$ cat src/rtl/spec_pkg.sv
// Shared types and constants for the speculative issue / squash block.
package spec_pkg;

    localparam int TAG_W = 4;
    localparam logic [TAG_W-1:0] TAG_NONE = '0;
    localparam logic [TAG_W-1:0] TAG_MAX  = 4'd15;

    typedef enum logic {
        RUN    = 1'b0,
        SQUASH = 1'b1
    } state_e;

    // Tag 0 means "non-speculative", so the counter skips it on wrap.
    function automatic logic [TAG_W-1:0] next_tag(input logic [TAG_W-1:0] t);
        return (t == TAG_MAX) ? TAG_W'(1) : t + TAG_W'(1);
    endfunction

endpackage

$ cat src/rtl/spec_tag_fifo.sv
// Age-ordered circular FIFO of outstanding speculation tags.
module spec_tag_fifo
    import spec_pkg::*;
#(
    parameter int DEPTH = 4
) (
    input  logic                       clk,
    input  logic                       rst,
    input  logic                       push,
    input  logic [TAG_W-1:0]           push_tag,
    input  logic                       pop,
    output logic [TAG_W-1:0]           head,
    output logic [$clog2(DEPTH):0]     count,
    output logic                       full,
    output logic                       empty
);

    localparam int PW = $clog2(DEPTH);
    localparam int CW = PW + 1;

    logic [TAG_W-1:0] mem [DEPTH];
    logic [PW-1:0]    wr_ptr;
    logic [PW-1:0]    rd_ptr;
    logic             do_push;
    logic             do_pop;

    assign full    = (count == CW'(DEPTH));
    assign empty   = (count == '0);
    assign head    = mem[rd_ptr];
    assign do_push = push && !full;
    assign do_pop  = pop && !empty;

    // DEPTH is a power of two, so pointer overflow is the modulo wrap.
    always_ff @(posedge clk) begin
        if (rst) begin
            wr_ptr <= '0;
            rd_ptr <= '0;
            count  <= '0;
        end else begin
            if (do_push) begin
                mem[wr_ptr] <= push_tag;
                wr_ptr      <= wr_ptr + PW'(1);
            end
            if (do_pop) begin
                rd_ptr <= rd_ptr + PW'(1);
            end
            count <= count + CW'(do_push) - CW'(do_pop);
        end
    end

endmodule

$ cat src/rtl/spec_squash_issuer.sv
// Issues tagged speculative words and broadcasts outstanding tags on a misprediction.
module spec_squash_issuer
    import spec_pkg::*;
#(
    parameter int DW    = 8,
    parameter int DEPTH = 4
) (
    input  logic                   clk,
    input  logic                   rst,
    input  logic                   issue_valid,
    input  logic [DW-1:0]          issue_data,
    output logic                   issue_ready,
    output logic                   out_valid,
    output logic [DW-1:0]          out_data,
    output logic [TAG_W-1:0]       out_tag,
    input  logic                   res_valid,
    input  logic                   res_mispredict,
    output logic                   l_valid,
    output logic [TAG_W-1:0]       l_status,
    output logic [$clog2(DEPTH):0] outstanding,
    output logic                   res_err,
    output state_e                 dbg_state
);

    state_e           state;
    logic [TAG_W-1:0] tag_ctr;
    logic [TAG_W-1:0] fifo_head;
    logic             fifo_full;
    logic             fifo_empty;
    logic             fifo_pop;
    logic             accept;

    // Handshake: a word transfers on any cycle where issue_valid && issue_ready;
    // issue_ready depends only on registered state, never on issue_valid or res_*.
    assign issue_ready = (state == RUN) && !fifo_full;
    assign accept      = issue_valid && issue_ready;
    assign dbg_state   = state;

    always_comb begin
        fifo_pop = 1'b0;
        case (state)
            RUN:     fifo_pop = res_valid && !fifo_empty;
            SQUASH:  fifo_pop = !fifo_empty;
            default: fifo_pop = 1'b0;
        endcase
    end

    spec_tag_fifo #(
        .DEPTH (DEPTH)
    ) u_fifo (
        .clk      (clk),
        .rst      (rst),
        .push     (accept),
        .push_tag (tag_ctr),
        .pop      (fifo_pop),
        .head     (fifo_head),
        .count    (outstanding),
        .full     (fifo_full),
        .empty    (fifo_empty)
    );

    always_ff @(posedge clk) begin
        if (rst) begin
            state     <= RUN;
            tag_ctr   <= TAG_W'(1);
            out_valid <= 1'b0;
            out_data  <= '0;
            out_tag   <= TAG_NONE;
            l_valid   <= 1'b0;
            l_status  <= TAG_NONE;
            res_err   <= 1'b0;
        end else begin
            out_valid <= accept;
            out_data  <= accept ? issue_data : '0;
            out_tag   <= accept ? tag_ctr : TAG_NONE;
            if (accept) begin
                tag_ctr <= next_tag(tag_ctr);
            end

            l_valid  <= 1'b0;
            l_status <= TAG_NONE;
            case (state)
                RUN: begin
                    if (res_valid) begin
                        if (fifo_empty) begin
                            res_err <= 1'b1;
                        end else if (res_mispredict) begin
                            state    <= SQUASH;
                            l_valid  <= 1'b1;
                            l_status <= fifo_head;
                        end
                    end
                end
                SQUASH: begin
                    if (res_valid) begin
                        res_err <= 1'b1;
                    end
                    // Entries pushed alongside the mispredict are younger and get walked too.
                    if (!fifo_empty) begin
                        l_valid  <= 1'b1;
                        l_status <= fifo_head;
                    end else begin
                        state <= RUN;
                    end
                end
                default: state <= RUN;
            endcase
        end
    end

endmodule

$ cat config.mk
export PLATFORM = sky130hd
export DESIGN_NAME = spec_squash_issuer
export DESIGN_NICKNAME = d
export VERILOG_FILES = /design/src/rtl/spec_pkg.sv /design/src/rtl/spec_tag_fifo.sv /design/src/rtl/spec_squash_issuer.sv
export SDC_FILE = /design/constraint.sdc
export NUM_CORES = 1
export LEC_CHECK = 0
export BUFFER_PORTS_ARGS = -buffer_cell sky130_fd_sc_hd__buf_2
export CELL_PAD_IN_SITES_DETAIL_PLACEMENT = 0
export CELL_PAD_IN_SITES_GLOBAL_PLACEMENT = 1
export CORE_UTILIZATION = 40
export CTS_CLUSTER_SIZE = 10
export DETAILED_ROUTE_END_ITERATION = 8
export GPL_TIMING_DRIVEN = 0
export PLACE_DENSITY = 0.84
export SYNTH_ARGS = -nofsm -noshare
export SYNTH_HDL_FRONTEND = slang
export SYNTH_SLANG_ARGS = --single-unit
$ cat constraint.sdc
create_clock -name clk -period 2.4 [get_ports clk]
set_input_delay 0.12 -clock clk [delete_from_list [all_inputs] [get_ports clk]]
set_output_delay 0.12 -clock clk [all_outputs]
set_load 0.02 [all_outputs]
# Word level (Yosys, flattened, before mapping)
# Memories as Yosys holds them, arrays and structs flattened. A register that Yosys moved wholly into a read port is not among the register bits.
# Index checks and enable logic that the tools add are counted.
# totals
output_inout_bits,24
ramBits,16
memories,1
reg_bits,30
word_cells,54
# op_classes
eq_ne,5
muxes,21
bitwise,2
addsub,5
n_reduce_logical,10
# memory_table
memory,words,width,read_ports,rd_clocked_by_memory_dff,write_ports,line,rtl
u_fifo.mem,4,4,1,1,1,spec_tag_fifo.sv:21,logic [TAG_W-1:0] mem [DEPTH];
# op_table
op,count
two-way mux 4 bit,5
two-way mux 1 bit,10
one-hot mux 4 bit (2 select lines),1
"!= test 2 bit, second input constant",3
one-hot mux 1 bit (2 select lines),3
logical AND 1 bit,5
"adder 2 x 1 -> 2 bit, second input constant",2
"adder 4 x 1 -> 4 bit, second input constant",1
"equality test 4 bit, second input constant",1
two-way mux 2 bit,2
adder 3 x 1 -> 3 bit,1
"equality test 3 bit, second input constant",1
logical NOT 3 bit,1
AND reduction 3 bit,1
subtractor 3 x 1 -> 3 bit,1
logical NOT 1 bit,2
inverter 1 bit,2
OR reduction 2 bit,1

# Longest topological paths before layout
# Gate-level depths: netlist of the first run.
# logic_depth
depth_word,8
mapped_depth,9
depth_no_buf,9

# Hierarchy
# A second synthesis of the first run with hierarchy kept.
# hier_totals
hier_cells,144
hier_area_um2,1799.2
# modules_own_cells
mod,area_per_inst_um2,cells_per_inst,n_inst
spec_tag_fifo,1063.5,71,1
spec_squash_issuer,735.7,73,1

# Least setup slack after synthesis of the first run
# No wires, ideal clock.
# synth_timing
kind,flip-flop to flip-flop
from,register u_fifo.count[1]
to,register u_fifo.count[2]
synth_period_minus_slack_ps,2217
path_buffers,0
arrival_time_ps,2090
path_stages_with_launch,10
slack_ps,183
path_cell_list,dfxtp_1 -> o32ai_2 -> inv_1 -> ha_1 -> inv_1 -> ha_1 -> fa_1 -> xnor2_1 -> xnor2_1 -> nor2_1
# synth_between
word_cells_on_any_way,12
# synth_lines
element,line,rtl
"start, declared",spec_tag_fifo.sv:13,"output logic [$clog2(DEPTH):0] count,"
"start signal, assigned",spec_tag_fifo.sv:47,count <= count + CW'(do_push) - CW'(do_pop);
logical NOT 3 bit (*),spec_tag_fifo.sv:28,assign empty = (count == '0);
logical NOT 1 bit (*),"spec_tag_fifo.sv:31, spec_squash_issuer.sv:42, spec_squash_issuer.sv:43",
logical AND 1 bit,spec_squash_issuer.sv:42,RUN: fifo_pop = res_valid && !fifo_empty;
one-hot mux 1 bit (2 select lines),spec_squash_issuer.sv:41,case (state)
logical AND 1 bit (*),spec_tag_fifo.sv:31,assign do_pop = pop && !empty;
via u_fifo.do_pop,spec_tag_fifo.sv:25,logic do_pop;
subtractor 3 x 1 -> 3 bit (*),spec_tag_fifo.sv:47,
# The timed path passes the listed nets; every way through them passes the cells marked *.
# A chain may end at the register's enable or synchronous reset.

# Worst setup path in the final report of the first run
# Same ends and word-level chain as after synthesis.

==> impl_metrics.xml, run 1 <==
<?xml version="1.0" encoding="UTF-8"?>
<metrics>
  <group name="grt">
    <metric name="grt_use_met2" unit="%">27.5</metric>
    <metric name="pin_count_of_the_biggest_net_entering_global_routing" unit="">16</metric>
    <metric name="grt_util_met3" unit="%">4.36</metric>
    <metric name="via_count_of_the_first_global_routing_pass" unit="">1159</metric>
    <metric name="met1_usage" unit="%">14.4</metric>
    <metric name="antenna_found_initial" unit="">0</metric>
    <metric name="grt_first_pass_wirelength" unit="µm">5320</metric>
    <metric name="globalRouteOverflowTotal" unit="">0</metric>
    <metric name="grt_busiest_layer" unit="">met2</metric>
    <metric name="groute.usage.overall" unit="%">14.4</metric>
  </group>
  <group name="timing">
    <metric name="period_needed" unit="ps">2270</metric>
    <metric name="fmax" unit="MHz">441</metric>
    <metric name="worst_clock_skew" unit="ps">8.99</metric>
    <metric name="rsz_0062_raised_after_global_routing" unit="">no</metric>
    <metric name="finalSetupViolCount" unit="">0</metric>
    <metric name="final_max_slew_viol_count" unit="">0</metric>
    <metric name="fin_worst_hold_slack" unit="ps">13.8</metric>
    <metric name="timing.final.crit_share" unit="%">94.5</metric>
    <metric name="tightestPinTransition" unit="ps">479</metric>
    <metric name="finalHoldViolations" unit="">0</metric>
    <metric name="timing.slew.headroom" unit="%">68.0</metric>
    <metric name="final.setup.tns" unit="ps">0</metric>
  </group>
  <group name="synth">
    <metric name="syn_area" unit="µm²">1810</metric>
    <metric name="yosys.area_share.adder" unit="%">5.95</metric>
    <metric name="main_combinational_cell_family_by_area_after_synthesis" unit="">simple AND/OR/NAND/NOR gates</metric>
    <metric name="yosys-mux-area-fraction" unit="%">4.98</metric>
    <metric name="netlist_top_cells_count" unit="">sky130_fd_sc_hd__dfxtp_1 (32), sky130_fd_sc_hd__and2_1 (16), sky130_fd_sc_hd__edfxtp_1 (16)</metric>
    <metric name="syn_nets" unit="">162</metric>
    <metric name="synth_async_sr_flop_share" unit="%">0</metric>
    <metric name="synth.top_cell.area_share" unit="%">35.4</metric>
    <metric name="synth-xor-area-share" unit="%">1.45</metric>
    <metric name="synth_sequential_area_ratio" unit="%">62.0</metric>
    <metric name="yosys.area_share.simple" unit="%">15.4</metric>
    <metric name="synthTopCellsByArea" unit="">sky130_fd_sc_hd__dfxtp_1 (35%), sky130_fd_sc_hd__edfxtp_1 (27%), sky130_fd_sc_hd__and2_1 (5.5%), sky130_fd_sc_hd__mux4_2 (5.0%), sky130_fd_sc_hd__ha_1 (4.8%)</metric>
    <metric name="synth_ff_type" unit="">sky130_fd_sc_hd__dfxtp_1</metric>
    <metric name="synth-seq-cells" unit="">48</metric>
    <metric name="most_instantiated_library_cell_after_synthesis" unit="">sky130_fd_sc_hd__dfxtp_1</metric>
    <metric name="yosys_warnings" unit="">0</metric>
    <metric name="library_cell_with_the_largest_summed_area_after_synthesis" unit="">sky130_fd_sc_hd__dfxtp_1</metric>
    <metric name="compound_cell_area_share_of_the_yosys_netlist" unit="%">6.57</metric>
    <metric name="synth_enable_flop_cells" unit="">16</metric>
    <metric name="syn-mean-instance-area" unit="µm²">12.8</metric>
    <metric name="yosysUniqueCellTypes" unit="">32</metric>
    <metric name="syn_inst" unit="">141</metric>
  </group>
  <group name="setup_path">
    <metric name="setup.reg_to_reg.worst_slack" unit="ps">130</metric>
    <metric name="r2r-end" unit="">u_fifo.count[2]$_SDFF_PP0_</metric>
    <metric name="crit_chain" unit="">o32ai_4 &gt; inv_1 &gt; ha_1 &gt; inv_1 &gt; ha_1 &gt; fa_1 &gt; xnor2_1 &gt; xnor2_1 &gt; nor2_1</metric>
    <metric name="critical_path.n_buffers_inverters" unit="">2</metric>
    <metric name="worst_r2r_path_depth" unit="">9</metric>
    <metric name="critical_path_depth" unit="">9</metric>
    <metric name="worst_setup_path_start_kind" unit="">flop</metric>
    <metric name="worst-setup-path-type" unit="">reg2reg</metric>
    <metric name="worst_r2r_startpoint" unit="">u_fifo.count[1]$_SDFF_PP0_</metric>
    <metric name="crit_path_start" unit="">u_fifo.count[1]$_SDFF_PP0_</metric>
    <metric name="critPathRequiredTime" unit="ps">2580</metric>
    <metric name="cp_top_family" unit="">adder cells</metric>
    <metric name="worst_path_max_delay_cell" unit="">sky130_fd_sc_hd__dfxtp_1</metric>
    <metric name="end_kind" unit="">flop</metric>
    <metric name="worst-endpoint-arrival" unit="ps">2450</metric>
    <metric name="capture_point_of_the_worst_path" unit="">u_fifo.count[2]$_SDFF_PP0_</metric>
    <metric name="critPathMaxFanout" unit="">7</metric>
    <metric name="critPathMaxStageDelay" unit="ps">420</metric>
  </group>
  <group name="floorplanning">
    <metric name="dieArea" unit="µm²">4800</metric>
    <metric name="fp.dieH" unit="µm">69.3</metric>
    <metric name="initial_core_util" unit="%">41.6</metric>
    <metric name="num_io_pins" unit="">37</metric>
    <metric name="std_cell_rows" unit="">24</metric>
    <metric name="die_width" unit="µm">69.3</metric>
    <metric name="area_of_the_core" unit="µm²">4350</metric>
  </group>
  <group name="clocking">
    <metric name="numCtsBuffers" unit="">5</metric>
    <metric name="cts_resized" unit="">0</metric>
    <metric name="clock_tree_from_tritoncts" unit="">built</metric>
    <metric name="cts_setup_buffers" unit="">0</metric>
    <metric name="clk_path_buf_depth" unit="">2</metric>
    <metric name="clk_latency" unit="ps">300</metric>
    <metric name="holdBufCountCts" unit="">0</metric>
    <metric name="cts.clk_slew.worst_paths" unit="ps">90</metric>
    <metric name="cts-root-buf" unit="">sky130_fd_sc_hd__clkbuf_8</metric>
    <metric name="cts-htree-levels" unit="">2</metric>
    <metric name="cts_sinks" unit="">48</metric>
  </group>
  <group name="final_layout">
    <metric name="seq_area" unit="µm²">1120</metric>
    <metric name="multi_input_comb_area" unit="µm²">633</metric>
    <metric name="areaGrowthSynthToFinish" unit="%">19.0</metric>
    <metric name="design.final.nets" unit="">205</metric>
    <metric name="finish.instance_area" unit="µm²">2150</metric>
    <metric name="number_of_fillers_in_the_final_layout" unit="">378</metric>
    <metric name="antenna_cells" unit="">0</metric>
    <metric name="finalNonFillerCells" unit="">237</metric>
    <metric name="final_core_util" unit="%">49.5</metric>
    <metric name="drive_gt1_share" unit="%">30.3</metric>
  </group>
  <group name="worst_hold_path">
    <metric name="worst_hold_path_type" unit="">in2reg</metric>
  </group>
  <group name="power">
    <metric name="internal_power" unit="mW">1.42</metric>
    <metric name="clock_network_fraction_of_design_power" unit="%">22.2</metric>
    <metric name="switching_share" unit="%">31.9</metric>
    <metric name="total_switching_power" unit="µW">667</metric>
    <metric name="power.sequential.fraction" unit="%">51.2</metric>
    <metric name="cellLeakagePower" unit="nW">0.888</metric>
    <metric name="power.ir.vdd_worst" unit="µV">440</metric>
    <metric name="pwr-share-comb" unit="%">26.6</metric>
    <metric name="power_density" unit="nW/µm²">970</metric>
  </group>
  <group name="placement">
    <metric name="dp_hpwl" unit="µm">2450</metric>
    <metric name="io_buffers" unit="">36</metric>
    <metric name="detailed_place.area" unit="µm²">2050</metric>
    <metric name="post-place-cells" unit="">229</metric>
    <metric name="gp_routability_congestion" unit="">0.679</metric>
  </group>
  <group name="status">
    <metric name="status" unit="">complete, no violations</metric>
  </group>
  <group name="routing">
    <metric name="route.detailed.wl_per_inst" unit="µm">13.6</metric>
    <metric name="drt_first_pass_iters" unit="">4</metric>
    <metric name="totalWireLength" unit="µm">3230</metric>
    <metric name="ant_nets" unit="">0</metric>
    <metric name="detailroute.via_count" unit="">1147</metric>
    <metric name="remaining_drc_errors" unit="">0</metric>
    <metric name="drtIter0Drc" unit="">24</metric>
    <metric name="drt-vias-per-instance" unit="">4.84</metric>
  </group>
  <group name="run">
    <metric name="max_cap_violations" unit="">0</metric>
  </group>
</metrics>
## power by group through the flow
stage / clock network (mW) / registers (mW) / logic (mW)
global route: 0.499 / 1.09 / 0.619
CTS: 0.469 / 1.07 / 0.562
global placement: 0 / 1.07 / 0.531
finish: 0.463 / 1.07 / 0.557
detailed placement: 0 / 1.08 / 0.558
floorplan: 0 / 1.12 / 0.355
## stage by stage
stage | setup slack [ps] | power, mW
floorplan | 183 | 1.48
global placement | 114 | 1.60
detailed placement | 65.8 | 1.64
CTS | 19.7 | 2.10
global route | 38.2 | 2.21
finish | 131 | 2.09
## metal layers
layer  up-vias  wire length, µm  share of wire [%]
met5         -                0                  0
met4         0               56                1.7
met3         8               93                2.9
met2        14             1840                 57
met1       554             1240                 38
li1        571                -                  -
## flip-flops by register name, summed over array words and instances, names as in the netlist, named ones only
signal         flops
dbg_state          1
l_status           4
out_data           8
out_tag            4
out_valid          1
res_err            1
tag_ctr            4
u_fifo.count       3
u_fifo.mem        16
u_fifo.rd_ptr      2
u_fifo.wr_ptr      2
## worst register-to-register path, stage by stage, from the launching register on
cell and delay [ps]:
sky130_fd_sc_hd__dfxtp_1 420, sky130_fd_sc_hd__o32ai_4 400, sky130_fd_sc_hd__inv_1 90, sky130_fd_sc_hd__ha_1 280
sky130_fd_sc_hd__inv_1 40, sky130_fd_sc_hd__ha_1 180, sky130_fd_sc_hd__fa_1 370, sky130_fd_sc_hd__xnor2_1 180
sky130_fd_sc_hd__xnor2_1 140, sky130_fd_sc_hd__nor2_1 50
## cell usage in the layout (no fill, tap or decap), drive strengths merged
cell type / n
or3b: 1
clkbuf: 6
nand2b: 1
ha: 7
nand3: 5
nand2: 1
edfxtp: 16
a311oi: 1
a31o: 1
nor3: 3
a211o: 1
clkinvlp: 2
buf: 39
xnor2: 3
o32ai: 1
a32o: 1
mux4: 4
nor2: 7
fa: 1
nor2b: 7
nor3b: 1
clkinv: 1
o21ai: 6
inv: 12
or3: 2
and2: 16
and4: 1
dfxtp: 32
a21oi: 6
## kinds of logic (layout without fill, tap and decap cells)
family | count (synthesis) | count (layout)
buffers and inverters | 16 | 60
adders and majority gates | 8 | 8
muxes | 4 | 4
AOI/OAI and AO/OA | 17 | 17
xor gates and xnor gates | 3 | 3
DFF | 48 | 48
and+or+nand+nor | 45 | 45
## worst min path at each step
stage,startpoint,end,depth (start not counted)
2_1_floorplan,rst,tag_ctr[0]$_SDFFE_PP1N_,2
3_5_place_dp,issue_data[7],out_data[7]$_SDFF_PP0_,2
3_3_place_gp,issue_data[5],out_data[5]$_SDFF_PP0_,2
4_1_cts,issue_data[7],out_data[7]$_SDFF_PP0_,2
6_report,issue_data[7],out_data[7]$_SDFF_PP0_,2
5_1_grt,issue_data[1],out_data[1]$_SDFF_PP0_,2
## area by class of cell
cell class	count	area share (%)
inverters	12	2.09
multi-input cells	77	29.4
plain buffers	4	0.988
flip-flops and latches	48	52.1
clock inverters	3	0.872
well taps	52	3.02
repair buffers	36	8.37
clock buffers	5	3.20
No activity file was read; power rests on OpenSTA's default activity.
==> run 2, diff against run 1 <==
- CORE_MARGIN: unset -> 8
==> run 2 against run 1 <==
  * Via count fell by 1.8%
  * Routed wire length rose by 6.5%
  * First-iteration DRC count rose to 4.0 times the previous value
  * Final area rose by 1.3%
  * Maximum frequency rose by 0.45%
  * Die area rose by 45%
  * Utilization rose by 0.66 points
  * Global-route usage fell by 4.4 points
  * Combinational power fell by 0.7%
  * Sequential share of layout area fell by 0.69 points
  * Worst hold slack improved by 8.1 ps
  * Critical path type unchanged
  * Largest power group unchanged
  * Highest routed layer unchanged
==> impl_metrics.xml, run 2 (same netlist as run 1, synthesis figures left out) <==
<?xml version="1.0" encoding="UTF-8"?>
<metrics>
  <group name="final_layout">
    <metric name="antenna_cells" unit="">0</metric>
    <metric name="areaGrowthSynthToFinish" unit="%">20.6</metric>
    <metric name="top_regs" unit="">u_fifo.mem: 16 flops, out_data: 8 flops</metric>
    <metric name="design.final.nets" unit="">205</metric>
    <metric name="register_bank_with_the_most_flops" unit="">u_fifo.mem</metric>
    <metric name="drive_gt1_share" unit="%">30.3</metric>
    <metric name="largest_register_ff_count" unit="">16</metric>
    <metric name="mostFrequentLayoutCell" unit="">sky130_fd_sc_hd__buf_2</metric>
    <metric name="final_core_util" unit="%">50.1</metric>
    <metric name="final_cell_mix" unit="">sky130_fd_sc_hd__buf_2 (38), sky130_fd_sc_hd__dfxtp_1 (32), sky130_fd_sc_hd__and2_1 (16), sky130_fd_sc_hd__edfxtp_1 (16), sky130_fd_sc_hd__inv_1 (11)</metric>
  </group>
  <group name="floorplanning">
    <metric name="area_of_the_core" unit="µm²">4350</metric>
    <metric name="fp.dieH" unit="µm">83.3</metric>
    <metric name="num_io_pins" unit="">37</metric>
    <metric name="initial_core_util" unit="%">41.6</metric>
    <metric name="dieArea" unit="µm²">6930</metric>
    <metric name="std_cell_rows" unit="">24</metric>
    <metric name="die_width" unit="µm">83.3</metric>
  </group>
  <group name="routing">
    <metric name="detailroute.via_count" unit="">1126</metric>
    <metric name="drt-vias-per-instance" unit="">4.75</metric>
    <metric name="remaining_drc_errors" unit="">0</metric>
    <metric name="totalWireLength" unit="µm">3430</metric>
    <metric name="ant_nets" unit="">0</metric>
    <metric name="route.detailed.wl_per_inst" unit="µm">14.5</metric>
    <metric name="drt_first_pass_iters" unit="">3</metric>
    <metric name="drtIter0Drc" unit="">95</metric>
  </group>
  <group name="placement">
    <metric name="dp_hpwl" unit="µm">2680</metric>
    <metric name="io_buffers" unit="">36</metric>
    <metric name="gp_routability_congestion" unit="">0.715</metric>
  </group>
  <group name="power">
    <metric name="total_switching_power" unit="µW">660</metric>
    <metric name="power.sequential.fraction" unit="%">48.3</metric>
    <metric name="pwr-share-comb" unit="%">25.0</metric>
    <metric name="internal_power" unit="mW">1.56</metric>
    <metric name="power.ir.vdd_worst" unit="µV">406</metric>
    <metric name="power_density" unit="nW/µm²">1020</metric>
    <metric name="switching_share" unit="%">29.8</metric>
    <metric name="cellLeakagePower" unit="nW">0.909</metric>
    <metric name="clock_network_fraction_of_design_power" unit="%">26.8</metric>
  </group>
  <group name="setup_path">
    <metric name="critPathMaxFanout" unit="">7</metric>
    <metric name="worst_r2r_path_depth" unit="">9</metric>
    <metric name="setup.reg_to_reg.worst_slack" unit="ps">140</metric>
    <metric name="worst-setup-path-type" unit="">reg2reg</metric>
    <metric name="end_kind" unit="">flop</metric>
    <metric name="r2r-end" unit="">u_fifo.count[2]$_SDFF_PP0_</metric>
    <metric name="critPathRequiredTime" unit="ps">2580</metric>
    <metric name="worst_setup_path_start_kind" unit="">flop</metric>
    <metric name="worst-endpoint-arrival" unit="ps">2440</metric>
    <metric name="worst_r2r_startpoint" unit="">u_fifo.count[1]$_SDFF_PP0_</metric>
  </group>
  <group name="worst_hold_path">
    <metric name="hold_sp" unit="">issue_data[6]</metric>
    <metric name="timing.hold.worst_endpoint" unit="">out_data[6]$_SDFF_PP0_</metric>
    <metric name="min_path_cells" unit="">2</metric>
    <metric name="worst_hold_path_type" unit="">in2reg</metric>
  </group>
  <group name="timing">
    <metric name="final.setup.tns" unit="ps">0</metric>
    <metric name="period_needed" unit="ps">2260</metric>
    <metric name="finalSetupViolCount" unit="">0</metric>
    <metric name="fmax" unit="MHz">443</metric>
    <metric name="worst_clock_skew" unit="ps">6.70</metric>
    <metric name="tightestPinTransition" unit="ps">484</metric>
    <metric name="timing.slew.headroom" unit="%">67.7</metric>
    <metric name="timing.final.crit_share" unit="%">94.1</metric>
    <metric name="finalHoldViolations" unit="">0</metric>
    <metric name="rsz_0062_raised_after_global_routing" unit="">no</metric>
    <metric name="final_max_slew_viol_count" unit="">0</metric>
  </group>
  <group name="clocking">
    <metric name="numCtsBuffers" unit="">5</metric>
    <metric name="clk_latency" unit="ps">300</metric>
    <metric name="holdBufCountCts" unit="">0</metric>
    <metric name="clock_tree_from_tritoncts" unit="">built</metric>
    <metric name="cts_setup_buffers" unit="">0</metric>
    <metric name="clk_path_buf_depth" unit="">2</metric>
    <metric name="cts.clk_slew.worst_paths" unit="ps">90</metric>
    <metric name="cts-htree-levels" unit="">2</metric>
    <metric name="cts_resized" unit="">0</metric>
    <metric name="cts_sinks" unit="">48</metric>
    <metric name="cts-root-buf" unit="">sky130_fd_sc_hd__clkbuf_8</metric>
  </group>
  <group name="run">
    <metric name="max_cap_violations" unit="">0</metric>
  </group>
  <group name="grt">
    <metric name="via_count_of_the_first_global_routing_pass" unit="">1164</metric>
    <metric name="pin_count_of_the_biggest_net_entering_global_routing" unit="">15</metric>
    <metric name="antenna_found_initial" unit="">0</metric>
    <metric name="grt_first_pass_wirelength" unit="µm">5660</metric>
    <metric name="groute.usage.overall" unit="%">10.0</metric>
    <metric name="globalRouteOverflowTotal" unit="">0</metric>
  </group>
  <group name="status">
    <metric name="status" unit="">complete, no violations</metric>
  </group>
</metrics>
-- run 2: layout make-up --
class                   instances  area (µm²)
fillers                       381        2170
repair buffers                 36         180
clock buffers                   6        82.6
well taps                      52        65.1
plain buffers                   4        21.3
flip-flops and latches         48        1120
inverters                      12        45.0
multi-input cells              77         633
clock inverters                 2        33.8
-- run 2: through the flow --
step                      total power, mW  cell area [µm²]  std cells  hold slack, ps  worst slack, ps
after CTS                            2.23             2170        237            14.5             48.3
after detailed placement             1.64             2050        229             324             69.8
after global routing                 2.34             2180        237            10.4             12.6
after global placement               1.61             2050        229             320              126
final                                2.22             2180        237            21.9              141
after floorplan                      1.48             1810        141             233              183
-- run 2: routing by layer --
layer,vias to the layer above,track usage (%),wire [µm]
met5,-,0,0
met4,0,4.79,65
met3,7,2.73,91
met2,13,18.7,1910
met1,538,9.86,1360
li1,568,-,-
-- run 2: worst max-delay path by stage --
stage | startpoint | to | slack [ps] | cells after the start
after detailed placement | u_fifo.count[1]$_SDFF_PP0_ | u_fifo.count[2]$_SDFF_PP0_ | 70 | 9
after global placement | u_fifo.count[1]$_SDFF_PP0_ | u_fifo.count[2]$_SDFF_PP0_ | 130 | 9
after CTS | u_fifo.count[1]$_SDFF_PP0_ | u_fifo.count[2]$_SDFF_PP0_ | 50 | 9
after floorplan | u_fifo.count[1]$_SDFF_PP0_ | u_fifo.count[2]$_SDFF_PP0_ | 180 | 9
final | u_fifo.count[1]$_SDFF_PP0_ | u_fifo.count[2]$_SDFF_PP0_ | 140 | 9
after global routing | u_fifo.count[1]$_SDFF_PP0_ | u_fifo.count[2]$_SDFF_PP0_ | 10 | 9
-- run 2: critical path, cell delays in order (launching register included) --
cell                      delay [ps]
sky130_fd_sc_hd__dfxtp_1         420
sky130_fd_sc_hd__o32ai_4         410
sky130_fd_sc_hd__inv_1            90
sky130_fd_sc_hd__ha_1            280
sky130_fd_sc_hd__inv_1            30
sky130_fd_sc_hd__ha_1            180
sky130_fd_sc_hd__fa_1            380
sky130_fd_sc_hd__xnor2_1         170
sky130_fd_sc_hd__xnor2_1         130
sky130_fd_sc_hd__nor2_1           50
-- run 2: power groups by stage --
stage | logic (mW) | clock network (mW) | registers, mW
detailed placement | 0.559 | 0 | 1.08
global placement | 0.536 | 0 | 1.07
finish | 0.553 | 0.593 | 1.07
floorplan | 0.355 | 0 | 1.12
CTS | 0.560 | 0.603 | 1.07
global route | 0.622 | 0.632 | 1.09
==> run 3, diff against run 2 <==
- ABC_AREA: unset -> 1
- PLACE_DENSITY: 0.84 -> 0.86
==> run 3 against run 2 <==
  * Count of clock-buffer cells in the layout is the same
  * Critical path depth up 2
  * Clock skew fell by 4.5 ps
  * Sequential share of layout area down 1.3 points
  * Flip-flop and latch count stayed put
  * Non-clock buffer count is 1 lower
  * Utilization shrank 1.8 points
  * Sequential power about the same
  * Power rose by 0.89%
==> impl_metrics.xml, run 3 <==
<?xml version="1.0" encoding="UTF-8"?>
<metrics>
  <group name="setup_path">
    <metric name="cp_top_family" unit="">adder cells</metric>
    <metric name="end_kind" unit="">flop</metric>
    <metric name="worst_path_max_delay_cell" unit="">sky130_fd_sc_hd__dfxtp_1</metric>
    <metric name="worst_setup_path_start_kind" unit="">flop</metric>
    <metric name="path_common_cell" unit="">sky130_fd_sc_hd__inv_1</metric>
    <metric name="worst-endpoint-arrival" unit="ps">2230</metric>
    <metric name="worst-setup-path-type" unit="">reg2reg</metric>
    <metric name="critPathMaxStageDelay" unit="ps">360</metric>
    <metric name="crit_chain" unit="">inv_1 &gt; nand2_1 &gt; nand2_1 &gt; inv_1 &gt; ha_1 &gt; inv_1 &gt; ha_1 &gt; fa_1 &gt; inv_1 &gt; o21ai_0 &gt; a21oi_1</metric>
    <metric name="critPathRequiredTime" unit="ps">2630</metric>
    <metric name="critical_path.n_buffers_inverters" unit="">4</metric>
    <metric name="critPathMaxFanout" unit="">5</metric>
  </group>
  <group name="clocking">
    <metric name="clk_latency" unit="ps">290</metric>
    <metric name="holdBufCountCts" unit="">0</metric>
    <metric name="cts-htree-levels" unit="">2</metric>
    <metric name="cts.clk_slew.worst_paths" unit="ps">80</metric>
    <metric name="clk_path_buf_depth" unit="">2</metric>
    <metric name="cts_sinks" unit="">48</metric>
    <metric name="cts-root-buf" unit="">sky130_fd_sc_hd__clkbuf_8</metric>
    <metric name="clock_tree_from_tritoncts" unit="">built</metric>
    <metric name="cts_setup_buffers" unit="">0</metric>
    <metric name="numCtsBuffers" unit="">5</metric>
    <metric name="cts_resized" unit="">0</metric>
  </group>
  <group name="final_layout">
    <metric name="final_cell_mix" unit="">sky130_fd_sc_hd__buf_2 (37), sky130_fd_sc_hd__inv_1 (34), sky130_fd_sc_hd__dfxtp_1 (32), sky130_fd_sc_hd__nor2_1 (26), sky130_fd_sc_hd__o21ai_0 (19)</metric>
    <metric name="antenna_cells" unit="">0</metric>
    <metric name="number_of_fillers_in_the_final_layout" unit="">442</metric>
    <metric name="top_regs" unit="">u_fifo.mem: 16 flops, out_data: 8 flops</metric>
    <metric name="areaGrowthSynthToFinish" unit="%">19.4</metric>
    <metric name="design.final.nets" unit="">251</metric>
    <metric name="mostFrequentLayoutCell" unit="">sky130_fd_sc_hd__buf_2</metric>
    <metric name="largest_register_ff_count" unit="">16</metric>
    <metric name="register_bank_with_the_most_flops" unit="">u_fifo.mem</metric>
    <metric name="drive_gt1_share" unit="%">26.8</metric>
  </group>
  <group name="floorplanning">
    <metric name="fp.dieH" unit="µm">84.4</metric>
    <metric name="std_cell_rows" unit="">25</metric>
    <metric name="num_io_pins" unit="">37</metric>
    <metric name="die_width" unit="µm">84.4</metric>
    <metric name="initial_core_util" unit="%">40.5</metric>
    <metric name="dieArea" unit="µm²">7130</metric>
    <metric name="area_of_the_core" unit="µm²">4630</metric>
  </group>
  <group name="timing">
    <metric name="final.setup.tns" unit="ps">0</metric>
    <metric name="tightestPinTransition" unit="ps">291</metric>
    <metric name="period_needed" unit="ps">2000</metric>
    <metric name="timing.slew.headroom" unit="%">80.4</metric>
    <metric name="layout_setup_ws" unit="ps">402</metric>
    <metric name="worst_clock_skew" unit="ps">2.20</metric>
    <metric name="rsz_0062_raised_after_global_routing" unit="">no</metric>
    <metric name="finalHoldViolations" unit="">0</metric>
    <metric name="fmax" unit="MHz">500</metric>
    <metric name="finalSetupViolCount" unit="">0</metric>
    <metric name="timing.final.crit_share" unit="%">83.3</metric>
    <metric name="final_max_slew_viol_count" unit="">0</metric>
  </group>
  <group name="synth">
    <metric name="synth-seq-cells" unit="">48</metric>
    <metric name="yosys_warnings" unit="">0</metric>
    <metric name="synth_enable_flop_cells" unit="">16</metric>
    <metric name="yosysUniqueCellTypes" unit="">23</metric>
    <metric name="library_cell_with_the_largest_summed_area_after_synthesis" unit="">sky130_fd_sc_hd__dfxtp_1</metric>
    <metric name="netlist_top_cells_count" unit="">sky130_fd_sc_hd__inv_1 (34), sky130_fd_sc_hd__dfxtp_1 (32), sky130_fd_sc_hd__nor2_1 (26)</metric>
    <metric name="synth_sequential_area_ratio" unit="%">59.9</metric>
    <metric name="synth.top_cell.area_share" unit="%">34.2</metric>
    <metric name="syn_nets" unit="">208</metric>
    <metric name="most_instantiated_library_cell_after_synthesis" unit="">sky130_fd_sc_hd__inv_1</metric>
    <metric name="syn-mean-instance-area" unit="µm²">10.0</metric>
    <metric name="synth_ff_type" unit="">sky130_fd_sc_hd__dfxtp_1</metric>
    <metric name="syn_area" unit="µm²">1870</metric>
    <metric name="synthTopCellsByArea" unit="">sky130_fd_sc_hd__dfxtp_1 (34%), sky130_fd_sc_hd__edfxtp_1 (26%), sky130_fd_sc_hd__inv_1 (6.8%), sky130_fd_sc_hd__nor2_1 (5.2%), sky130_fd_sc_hd__o21ai_0 (5.1%)</metric>
    <metric name="synth_async_sr_flop_share" unit="%">0</metric>
    <metric name="syn_inst" unit="">187</metric>
  </group>
  <group name="power">
    <metric name="cellLeakagePower" unit="nW">1.06</metric>
    <metric name="fin_total_pwr" unit="mW">2.24</metric>
    <metric name="power.ir.vdd_worst" unit="µV">612</metric>
    <metric name="power_density" unit="nW/µm²">999</metric>
  </group>
  <group name="placement">
    <metric name="gp_routability_congestion" unit="">0.719</metric>
    <metric name="io_buffers" unit="">36</metric>
    <metric name="dp_hpwl" unit="µm">2520</metric>
    <metric name="place_worst_setup_slack" unit="ps">429</metric>
  </group>
  <group name="routing">
    <metric name="drt-vias-per-instance" unit="">4.48</metric>
    <metric name="detailroute.via_count" unit="">1276</metric>
    <metric name="ant_nets" unit="">0</metric>
    <metric name="drtIter0Drc" unit="">71</metric>
    <metric name="route.detailed.wl_per_inst" unit="µm">11.9</metric>
    <metric name="totalWireLength" unit="µm">3400</metric>
    <metric name="remaining_drc_errors" unit="">0</metric>
    <metric name="drt_first_pass_iters" unit="">4</metric>
  </group>
  <group name="grt">
    <metric name="groute.usage.overall" unit="%">10.1</metric>
    <metric name="grt_first_pass_wirelength" unit="µm">5750</metric>
    <metric name="via_count_of_the_first_global_routing_pass" unit="">1261</metric>
    <metric name="globalRouteOverflowTotal" unit="">0</metric>
    <metric name="pin_count_of_the_biggest_net_entering_global_routing" unit="">15</metric>
    <metric name="antenna_found_initial" unit="">0</metric>
  </group>
  <group name="status">
    <metric name="status" unit="">complete, no violations</metric>
  </group>
  <group name="run">
    <metric name="max_cap_violations" unit="">0</metric>
  </group>
  <group name="worst_hold_path">
    <metric name="worst_hold_path_type" unit="">in2reg</metric>
  </group>
</metrics>
[run 3: cell types whose count changed in the layout (fill, tap and decap cells not counted), moves of 2 or more]
cell                      previous run  this run
sky130_fd_sc_hd__o21ai_0             5        19
sky130_fd_sc_hd__nand2_1             1        16
sky130_fd_sc_hd__nor3_1              2         0
sky130_fd_sc_hd__xnor2_1             3         0
sky130_fd_sc_hd__inv_1              11        34
sky130_fd_sc_hd__nor2_2              0        10
sky130_fd_sc_hd__a21oi_1             6        10
sky130_fd_sc_hd__xor2_1              0         3
sky130_fd_sc_hd__nand4_1             0         2
sky130_fd_sc_hd__nor2b_1             7         0
sky130_fd_sc_hd__nand3_1             5         1
sky130_fd_sc_hd__and2_1             16         0
sky130_fd_sc_hd__nor2_1              7        26
sky130_fd_sc_hd__mux4_2              4         0
[run 3: metal layers]
metal	track usage, %	part of all wire (%)	vias up
met4	3.88	1.6	0
li1	-	-	667
met5	0	0	-
met1	9.79	40	584
met2	18.6	53	19
met3	4.29	5.2	6
[run 3: report_power, final]
| group | leakage [nW] | total [mW] | internal, mW | switching [mW] |
|---|---|---|---|---|
| Clock | 0.0588 | 0.594 | 0.336 | 0.258 |
| Sequential | 0.407 | 1.05 | 0.960 | 0.0861 |
| Combinational | 0.598 | 0.596 | 0.213 | 0.383 |
[run 3: metrics by stage]
step / cells / instance area [µm²] / hold slack (ps) / utilization, %
after global placement: 277 / 2120 / 332 / 45.8
after CTS: 285 / 2240 / 16.7 / 48.3
after global routing: 285 / 2240 / 13.8 / 48.3
after detailed placement: 277 / 2120 / 340 / 45.8
final: 285 / 2240 / 26.4 / 48.3
after floorplan: 187 / 1870 / 189 / -
[run 3: final cells by class]
| type | count | area (µm²) | share of cell area [%] |
|---|---|---|---|
| Multi-Input combinational cell | 100 | 579 | 25.9 |
| Clock inverter | 2 | 33.8 | 1.51 |
| Timing Repair Buffer | 36 | 180 | 8.05 |
| Inverter | 36 | 140 | 6.26 |
| Clock buffer | 6 | 82.6 | 3.69 |
| Tap cell | 54 | 67.6 | 3.02 |
| Sequential cell | 48 | 1120 | 50.1 |
| Buffer | 3 | 32.5 | 1.45 |
[run 3: worst register-to-register path, cell delays in order, from the launching register on]
cell and delay [ps]:
sky130_fd_sc_hd__dfxtp_1 360, sky130_fd_sc_hd__inv_1 160, sky130_fd_sc_hd__nand2_1 70, sky130_fd_sc_hd__nand2_1 120, sky130_fd_sc_hd__inv_1 120, sky130_fd_sc_hd__ha_1 290, sky130_fd_sc_hd__inv_1 40, sky130_fd_sc_hd__ha_1 180
sky130_fd_sc_hd__fa_1 350, sky130_fd_sc_hd__inv_1 70, sky130_fd_sc_hd__o21ai_0 80, sky130_fd_sc_hd__a21oi_1 110
[run 3: kinds of logic after synthesis]
kind of cell / count (synthesis) / share of synthesized area [%]
fa+ha+maj: 8 / 5.74
xor+xnor: 3 / 1.40
compound gates: 30 / 8.15
buf+inv: 39 / 9.22
simple gates: 59 / 15.6
flops: 48 / 59.9
[run 3: worst paths after layout]
path,start,end,slack [ps],depth (start not counted)
worst max-delay path,dbg_state$_SDFF_PP0_,u_fifo.count[2]$_SDFF_PP0_,400,11
worst min-delay path,issue_data[2],out_data[2]$_SDFF_PP0_,30,3
worst max register to register,dbg_state$_SDFF_PP0_,u_fifo.count[2]$_SDFF_PP0_,400,11
worst min register to register,res_err$_SDFFE_PP0P_,res_err$_SDFFE_PP0P_,480,2
